`src/rtl/jio_pkg.sv`:
```
// Shared definitions for jcscpu IO devices: bus addresses, status byte layout
// and the read-FSM state encoding.
package jio_pkg;

  localparam logic [7:0] IO_ADDR_TTY = 8'h00;
  localparam logic [7:0] IO_ADDR_KBD = 8'h01;

  localparam int STAT_RDY     = 7;
  localparam int STAT_FULL    = 6;
  localparam int STAT_OVF     = 5;
  localparam int STAT_CNT_LSB = 0;

  typedef enum logic [1:0] {
    RD_IDLE = 2'd0,
    RD_DATA = 2'd1,
    RD_STAT = 2'd2
  } rd_state_t;

  function automatic logic [7:0] stat_byte(input logic       rdy,
                                           input logic       full,
                                           input logic       ovf,
                                           input logic [3:0] cnt);
    logic [7:0] s;
    s = '0;
    s[STAT_RDY]                       = rdy;
    s[STAT_FULL]                      = full;
    s[STAT_OVF]                       = ovf;
    s[STAT_CNT_LSB+3 : STAT_CNT_LSB]  = cnt;
    return s;
  endfunction

endpackage

```
`src/rtl/jfifo.sv`:
```
// Synchronous FIFO with occupancy count; a push into a full FIFO is accepted
// when a pop completes in the same cycle.
module jfifo #(
  parameter int DEPTH  = 4,
  parameter int DATA_W = 8,
  localparam int CW    = $clog2(DEPTH) + 1,
  localparam int PW    = $clog2(DEPTH)
) (
  input  logic              clk,
  input  logic              rst_n,
  input  logic              push,
  input  logic              pop,
  input  logic [DATA_W-1:0] din,
  output logic [DATA_W-1:0] dout,
  output logic [CW-1:0]     count,
  output logic              empty,
  output logic              full
);

  logic [DATA_W-1:0] r_mem [DEPTH];
  logic [PW-1:0]     r_wr_ptr;
  logic [PW-1:0]     r_rd_ptr;
  logic [CW-1:0]     r_count;
  logic              w_pop;
  logic              w_push;

  assign empty  = (r_count == '0);
  assign full   = (r_count == CW'(DEPTH));
  assign w_pop  = pop & ~empty;
  assign w_push = push & (~full | w_pop);
  assign dout   = r_mem[r_rd_ptr];
  assign count  = r_count;

  always_ff @(posedge clk) begin
    if (w_push) r_mem[r_wr_ptr] <= din;
  end

  // Pointers wrap naturally because DEPTH is a power of two.
  always_ff @(posedge clk or negedge rst_n) begin
    if (!rst_n) begin
      r_wr_ptr <= '0;
      r_rd_ptr <= '0;
      r_count  <= '0;
    end else begin
      if (w_push) r_wr_ptr <= r_wr_ptr + PW'(1);
      if (w_pop)  r_rd_ptr <= r_rd_ptr + PW'(1);
      if (w_push && !w_pop)      r_count <= r_count + CW'(1);
      else if (w_pop && !w_push) r_count <= r_count - CW'(1);
    end
  end

endmodule

```
`src/rtl/jio_kbd.sv`:
```
// Keyboard/switch input device for jcscpu: queues operator bytes and hands
// them to the CPU through IN Data, with a status byte on IN Addr.
module jio_kbd
  import jio_pkg::*;
#(
  parameter logic [7:0] DEV_ADDR = IO_ADDR_KBD,
  parameter int         DEPTH    = 4,
  localparam int        CW       = $clog2(DEPTH) + 1
) (
  input  logic       CLK,
  input  logic       reset_n,
  input  logic [7:0] bus_in,
  input  logic       io_s,
  input  logic       io_e,
  input  logic       io_da,
  input  logic       io_io,
  input  logic       key_push,
  input  logic [7:0] key_data,
  output logic [7:0] bus_out,
  output logic       rdy,
  output logic       full,
  output logic       ovf
);

  logic            w_addr_wr;
  logic            w_rd_data;
  logic            w_rd_stat;
  logic            w_pop;
  logic            w_ovf_set;
  logic            w_empty;
  logic            w_full;
  logic [7:0]      w_head;
  logic [CW-1:0]   w_count;
  logic [7:0]      w_cnt_ext;

  logic            r_addr_wr_q;
  logic            r_rd_data_q;
  logic            r_rd_stat_q;
  logic [7:0]      r_dev_sel;
  logic [7:0]      r_rd_snap;
  logic            r_armed;
  logic            r_ovf;
  rd_state_t       r_state;

  assign w_addr_wr = io_s & io_da & io_io;
  assign w_rd_data = io_e & ~io_da & ~io_io & (r_dev_sel == DEV_ADDR);
  assign w_rd_stat = io_e &  io_da & ~io_io & (r_dev_sel == DEV_ADDR);

  // Pop only what was shown on the bus; armed remembers whether a byte was.
  assign w_pop     = (r_state == RD_DATA) & ~w_rd_data & r_armed;
  assign w_ovf_set = key_push & w_full & ~w_pop;
  assign w_cnt_ext = 8'(w_count);

  jfifo #(
    .DEPTH  (DEPTH),
    .DATA_W (8)
  ) u_fifo (
    .clk   (CLK),
    .rst_n (reset_n),
    .push  (key_push),
    .pop   (w_pop),
    .din   (key_data),
    .dout  (w_head),
    .count (w_count),
    .empty (w_empty),
    .full  (w_full)
  );

  always_ff @(posedge CLK or negedge reset_n) begin
    if (!reset_n) begin
      r_addr_wr_q <= 1'b0;
      r_rd_data_q <= 1'b0;
      r_rd_stat_q <= 1'b0;
      r_dev_sel   <= 8'h00;
    end else begin
      r_addr_wr_q <= w_addr_wr;
      r_rd_data_q <= w_rd_data;
      r_rd_stat_q <= w_rd_stat;
      if (w_addr_wr && !r_addr_wr_q) r_dev_sel <= bus_in;
    end
  end

  always_ff @(posedge CLK or negedge reset_n) begin
    if (!reset_n) begin
      r_state   <= RD_IDLE;
      r_rd_snap <= 8'h00;
      r_armed   <= 1'b0;
      r_ovf     <= 1'b0;
    end else begin
      case (r_state)
        RD_IDLE: begin
          if (w_rd_data && !r_rd_data_q) begin
            r_state   <= RD_DATA;
            r_rd_snap <= w_empty ? 8'h00 : w_head;
            r_armed   <= ~w_empty;
          end else if (w_rd_stat && !r_rd_stat_q) begin
            r_state   <= RD_STAT;
            r_rd_snap <= stat_byte(~w_empty, w_full, r_ovf, w_cnt_ext[3:0]);
          end
        end
        RD_DATA: begin
          if (!w_rd_data) begin
            r_state <= RD_IDLE;
            r_armed <= 1'b0;
          end
        end
        RD_STAT: begin
          if (!w_rd_stat) begin
            r_state <= RD_IDLE;
            r_ovf   <= 1'b0;
          end
        end
        default: r_state <= RD_IDLE;
      endcase
      // A drop in the same cycle as the status-read clear must stay visible.
      if (w_ovf_set) r_ovf <= 1'b1;
    end
  end

  assign bus_out = (r_state != RD_IDLE) ? r_rd_snap : 8'h00;
  assign rdy     = ~w_empty;
  assign full    = w_full;
  assign ovf     = r_ovf;

endmodule

```
`config.mk`:
```
export PLATFORM = sky130hd
export DESIGN_NAME = jio_kbd
export DESIGN_NICKNAME = d
export VERILOG_FILES = /design/src/rtl/jio_pkg.sv /design/src/rtl/jfifo.sv /design/src/rtl/jio_kbd.sv
export SDC_FILE = /design/constraint.sdc
export NUM_CORES = 1
export LEC_CHECK = 0
export ABC_AREA = 1
export BUFFER_PORTS_ARGS = -buffer_cell sky130_fd_sc_hd__clkbuf_2
export CELL_PAD_IN_SITES_DETAIL_PLACEMENT = 0
export CELL_PAD_IN_SITES_GLOBAL_PLACEMENT = 1
export CORE_ASPECT_RATIO = 0.75
export CORE_MARGIN = 3
export CORE_UTILIZATION = 40
export CTS_BUF_LIST = sky130_fd_sc_hd__clkbuf_4
export DETAILED_ROUTE_END_ITERATION = 7
export PLACE_DENSITY = 0.75
export SLEW_MARGIN = 40
export SYNTH_ARGS = -nofsm -noshare
export SYNTH_HDL_FRONTEND = slang
export SYNTH_HIERARCHICAL = 1
export SYNTH_SLANG_ARGS = --single-unit
```
`constraint.sdc`:
```
create_clock -name CLK -period 4.9 [get_ports CLK]
set_input_delay 0.98 -clock CLK [delete_from_list [all_inputs] [get_ports CLK]]
set_output_delay 0.98 -clock CLK [all_outputs]
set_load 0.02 [all_outputs]
```
# Word-level counts from Yosys, hierarchy flattened

Memories as Yosys holds them, arrays and structs flattened.
Cells that the tools add are included.

Register bits after elaboration: 30
Bits in latches: 0
RAM bits: 32
Memory bits (read-only): 0
Input port bits: 23
Output and inout port bits: 11
Word-level logic and storage cells: 86
Memories kept: 1

Memories:

| memory       | depth | width | read ports | clocked after Yosys merged registers in | wr ports | RTL line    | source |
|---|---|---|---|---|---|---|---|
| u_fifo.r_mem | 4     | 8     | 1          | 0                                       | 1        | jfifo.sv:20 | `logic [DATA_W-1:0] r_mem [DEPTH];` |

$add $sub $neg: 4
$mul: 0
Divide/modulo/power cells: 0
$lt $le $gt $ge: 0
Equal/unequal tests: 9
Shift-type cells: 0
Muxes and demuxes: 19
Bitwise gates (word level): 21
Reductions and logical operators: 21

Operator list:

| kind                | count |
|---|---|
| $mux 8              | 4 |
| $and 1x1->1         | 14 |
| $reduce_bool 2->1   | 5 |
| $eq 8x1->1 const B  | 1 |
| $mux 2              | 4 |
| $mux 1              | 7 |
| $mux 3              | 2 |
| $ne 2x2->1 const B  | 3 |
| $not 1->1           | 6 |
| $pmux 2 s3          | 1 |
| $reduce_and 3->1    | 2 |
| $logic_and 1x1->1   | 5 |
| $logic_not 1->1     | 5 |
| $add 2x1->2 const B | 2 |
| $reduce_and 2->1    | 2 |
| $add 3x1->3 const B | 1 |
| $eq 3x3->1 const B  | 1 |
| $logic_not 3->1     | 1 |
| $ne 3x3->1 const B  | 1 |
| $sub 3x1->3 const B | 1 |
| $eq 2x1->1 const B  | 1 |
| $eq 2x2->1 const B  | 1 |
| $logic_not 2->1     | 1 |
| $ne 2x1->1 const B  | 1 |
| other kinds (2)     | 2 |

# Logic depth before layout (Yosys ltp)

Depth in word-level cells: 14
Gate-level depth with buffers: 20
Depth with buffers taken out: 19

# By module

The synthesis kept the hierarchy.

Modules (own cells, without submodules):

| module  | times used | cells each | area each (um^2) | seq. area each (um^2) |
|---|---|---|---|---|
| jfifo   | 1          | 147        | 1701.6           | 1136.1 |
| jio_kbd | 1          | 146        | 1207.4           | 575.6 |

# Least setup slack after synthesis

No wires, ideal clock.

Path kind: input -> register
Start point: in io_da
End point: reg u_fifo.r_count[1], in the netlist u_fifo/count[1]
Setup time: 117 ps
Data arrival time: 2662 ps
Data required time: 4783 ps
Setup slack: 2121 ps
Stages: 13
Buffers on the path: 0
Cell sequence: nor3b_4 -> nand2_1 -> nand2_1 -> nor2_1 -> inv_1 -> nand3_2 -> nand2_2 -> inv_1 -> ha_1 -> inv_1 -> fa_1 -> nand2_1 -> nand2_1

Longest elaborated chain between the ends: 13
Elaborated cells between the ends (all ways): 16
Those cells by class: 1 x mux; 10 x bitwise; 5 x reduce/logical

RTL lines:

| what                               | RTL line      | source |
|---|---|---|
| from (decl)                        | jio_kbd.sv:15 | `input logic io_da,` |
| $not 1->1 (*)                      | jio_kbd.sv:46 | `assign w_rd_data = io_e & ~io_da & ~io_io & (r_dev_sel == DEV_ADDR);` |
| $and 1x1->1 (*) (3 in a row)       | jio_kbd.sv:46 |  |
| $not 1->1 (*)                      | jio_kbd.sv:50 | `assign w_pop = (r_state == RD_DATA) & ~w_rd_data & r_armed;` |
| $and 1x1->1 (*) (2 in a row)       | jio_kbd.sv:50 |  |
| net w_pop                          | jio_kbd.sv:28 | `logic w_pop;` |
| $and 1x1->1 (*)                    | jfifo.sv:29   | `assign w_pop = pop & ~empty;` |
| $or 1x1->1 (*)                     | jfifo.sv:30   | `assign w_push = push & (~full \| w_pop);` |
| $and 1x1->1 (*)                    | jfifo.sv:30   |  |
| net u_fifo.w_push                  | jfifo.sv:25   | `logic w_push;` |
| $logic_not 1->1                    | jfifo.sv:48   | `else if (w_pop && !w_push) r_count <= r_count - CW'(1);` |
| $logic_and 1x1->1                  | jfifo.sv:48   |  |
| $reduce_bool 2->1 (no source line) | --            |  |
| to (signal assigned)               | jfifo.sv:47   | `if (w_push && !w_pop) r_count <= r_count + CW'(1);` |
| to (signal assigned)               | jfifo.sv:48   |  |
| to (decl)                          | jfifo.sv:23   | `logic [CW-1:0] r_count;` |

The timed path passes the listed nets; every way through them passes the cells marked *.
A chain may end at the register's enable or synchronous reset.

# Worst setup path in the final report

Ends and elaborated chain as after synthesis.

==> flow_metrics.env <==
export IMPL_routed_wl_um=5360
export IMPL_powerDensity_nw_per_um2=456
export IMPL_wl_per_cell_um=12.4
export IMPL_setup_slack_ns=2.18
export IMPL_synth_nets=322
export IMPL_worstMarginPinSlew_ns=0.800
export IMPL_place_area_um2=3130
export IMPL_cp_end_kind="flip-flop"
export IMPL_cts_sinks=62
export IMPL_critPathMaxFanout=9
export IMPL_grt_pass1_wl_um=9160
export IMPL_cts_resized=0
export IMPL_reg2reg_depth=15
export IMPL_core_area_um2=6930
export IMPL_drtPass1Iterations=4
export IMPL_final_common_cell="nand2_1"
export IMPL_period_share_pct=55.5
export IMPL_ant_nets=0
export IMPL_layout_drive_gt1_share_pct=21.1
export IMPL_tns_ns=0
export IMPL_gp_congestion=0.785
export IMPL_ys_ff_latch=62
export IMPL_seq_area_frac_synth_pct=58.8
export IMPL_post_place_ws_ns=1.79
export IMPL_drv_slew=0
export IMPL_worstSetupPathType="in -> reg"
export IMPL_syn2layout_area_growth_pct=12.9
export IMPL_drtIter0Drc=88
export IMPL_worstSetupEndpoint="u_fifo/count[1]$_DFFE_PN0P_"
export IMPL_postCtsSetupBuffers=0
export IMPL_antenna_found_initial=0
export IMPL_r2r_slack_ns=2.42
export IMPL_ios=34
export IMPL_cp_start_kind="input port"
export IMPL_setup_violations=0
export IMPL_cts_tree="yes"
export IMPL_peakVddDrop_mv=0.162
export IMPL_rows=26
export IMPL_dp_hpwl_um=3750
export IMPL_holdCritPathClass="reg -> reg"
export IMPL_worst_r2r_endpoint="u_fifo/count[1]$_DFFE_PN0P_"
export IMPL_synth_distinct_cells=28
export IMPL_hold_viol=0
export IMPL_netlist_area_um2=2910
export IMPL_cp_arrival_ns=3.00
export IMPL_synthMuxAreaShare_pct=2.71
export IMPL_r2r_start="r_dev_sel[7]$_DFFE_PN0P_"
export IMPL_overflow=0
export IMPL_track_usage_pct=14.3
export IMPL_slew_headroom_pct=46.7
export IMPL_yosys_area_share_simple_pct=22.5
export IMPL_synth_warning_count=6
export IMPL_cap_violations=0
export IMPL_clockRootBuffer="clkbuf_4"
export IMPL_viasPerCell=4.62
export IMPL_layout_common_cells="nand2_1, nor2_1, inv_1, clkbuf_2, edfxtp_1"
export IMPL_fmax_ghz=0.368
export IMPL_grt_max_degree=31
export IMPL_rsz0062_at_grt="false"
export IMPL_synth_avg_cell_area_um2=9.93
export IMPL_power_leakage_nw=1.50
export IMPL_io_buffers=33
export IMPL_status="complete, no violations"
export IMPL_synth_top_family_by_area="simple AND/OR/NAND/NOR gates"
export IMPL_total_power_mw=1.50
export IMPL_fin_worst_skew_ns=0.00798
export IMPL_synthAdderAreaFrac_pct=2.84
export IMPL_fin_crit_ns=2.72
export IMPL_synth_compound_area_share_pct=4.99
export IMPL_cts_clk_slew_worst_paths_ns=0.09
export IMPL_whs_path_depth=1
export IMPL_final_area_um2=3280
export IMPL_grt_pass1_vias=1930
export IMPL_num_nets_final=360
export IMPL_cts_buffers=9
export IMPL_cts_hold_buf=0
export IMPL_cts_max_level=3
export IMPL_die_w_um=104
export IMPL_cp_startpoint="io_da"
export IMPL_clk_latency_ns=0.39
export IMPL_synth_xor_area_share_pct=0.301
export IMPL_vias=2004
export IMPL_dieArea_um2=8340
export IMPL_start_util_pct=42.0
export IMPL_postSynthCellCount=293
export IMPL_cts_buffer_depth=2
export IMPL_route_detailed_drc=0
export IMPL_n_antenna_cell=0
export IMPL_crit_required_ns=5.18
export IMPL_die_height_um=79.9
## final cells by class
class,instances,area (µm²)
well taps,98,123
repair buffers,33,165
flip-flops and latches,62,1710
clock buffers,11,82.6
inverters,39,155
fillers,671,3640
multi-input cells,186,973
clock inverters,5,73.8
## worst max-delay path, cell delays in order
cell	delay [ns]
clkbuf_2	0.11
nor3b_4	0.42
nand2_1	0.13
nand2_1	0.09
nor2_1	0.08
inv_1	0.07
nand3_2	0.10
nand2_2	0.14
inv_1	0.06
ha_1	0.19
inv_1	0.09
fa_1	0.41
nand2_1	0.07
nand2_1	0.04
## synthesized netlist by cell type, drive strengths merged
cell type  number  share of area [%]
nor3            2               0.34
and3            1               0.26
xnor2           1               0.30
ha              5                2.2
buf             6                2.5
a21oi           1               0.17
inv            38                5.2
nand4           8                2.2
clkinv          1               0.17
nand3          18                3.7
nor3b           1               0.65
nor2           53                7.3
dfrtp          30                 26
o21ai          28                4.8
nand2          60                8.1
fa              1               0.69
mux2            7                2.7
edfxtp         32                 33
## metal layers
metal	wire length (µm)	share of wire, %	GRT usage, %
met1	2630	49	18.5
met2	2420	45	22.4
met3	242	4.5	5.42
met4	59	1.1	4.38
met5	0	0	0
## stage by stage
stage	util (%)	hold slack, ns	cells
after global routing	47.4	0.535	434
after global placement	45.1	0.490	418
final	47.4	0.516	434
after CTS	47.4	0.519	434
after detailed placement	45.1	0.494	418
after floorplan	-	0.478	293
## registers in the layout, summed over array words and instances, names as in the netlist
register and cells:
u_fifo/r_mem 32, r_dev_sel 8, r_rd_snap 8, u_fifo/count 3
r_state 2, u_fifo/r_rd_ptr 2, u_fifo/r_wr_ptr 2, ovf 1
r_addr_wr_q 1, r_armed 1, r_rd_data_q 1, r_rd_stat_q 1
## cells by family after synthesis
kind of cell / Yosys count
simple gates: 143
fa+ha+maj: 6
compound gates: 29
flops: 62
buf+inv: 45
mux: 7
xor+xnor: 1
## where the power goes
| group | internal, mW | switching, mW |
|---|---|---|
| Clock | 0.216 | 0.170 |
| Sequential | 0.670 | 0.0771 |
| Combinational | 0.131 | 0.235 |
| Total | 1.02 | 0.482 |
## worst min-delay path by stage
stage                                         from                        to  slack, ns
after floorplan           r_rd_snap[2]$_DFFE_PN0P_  r_rd_snap[2]$_DFFE_PN0P_       0.48
after global placement    r_dev_sel[5]$_DFFE_PN0P_  r_dev_sel[5]$_DFFE_PN0P_       0.49
after detailed placement  r_dev_sel[5]$_DFFE_PN0P_  r_dev_sel[5]$_DFFE_PN0P_       0.49
after CTS                 r_dev_sel[5]$_DFFE_PN0P_  r_dev_sel[5]$_DFFE_PN0P_       0.52
after global routing      r_rd_snap[6]$_DFFE_PN0P_  r_rd_snap[6]$_DFFE_PN0P_       0.53
final                     r_dev_sel[5]$_DFFE_PN0P_  r_dev_sel[5]$_DFFE_PN0P_       0.52
Power figures use the tool's default switching activity.
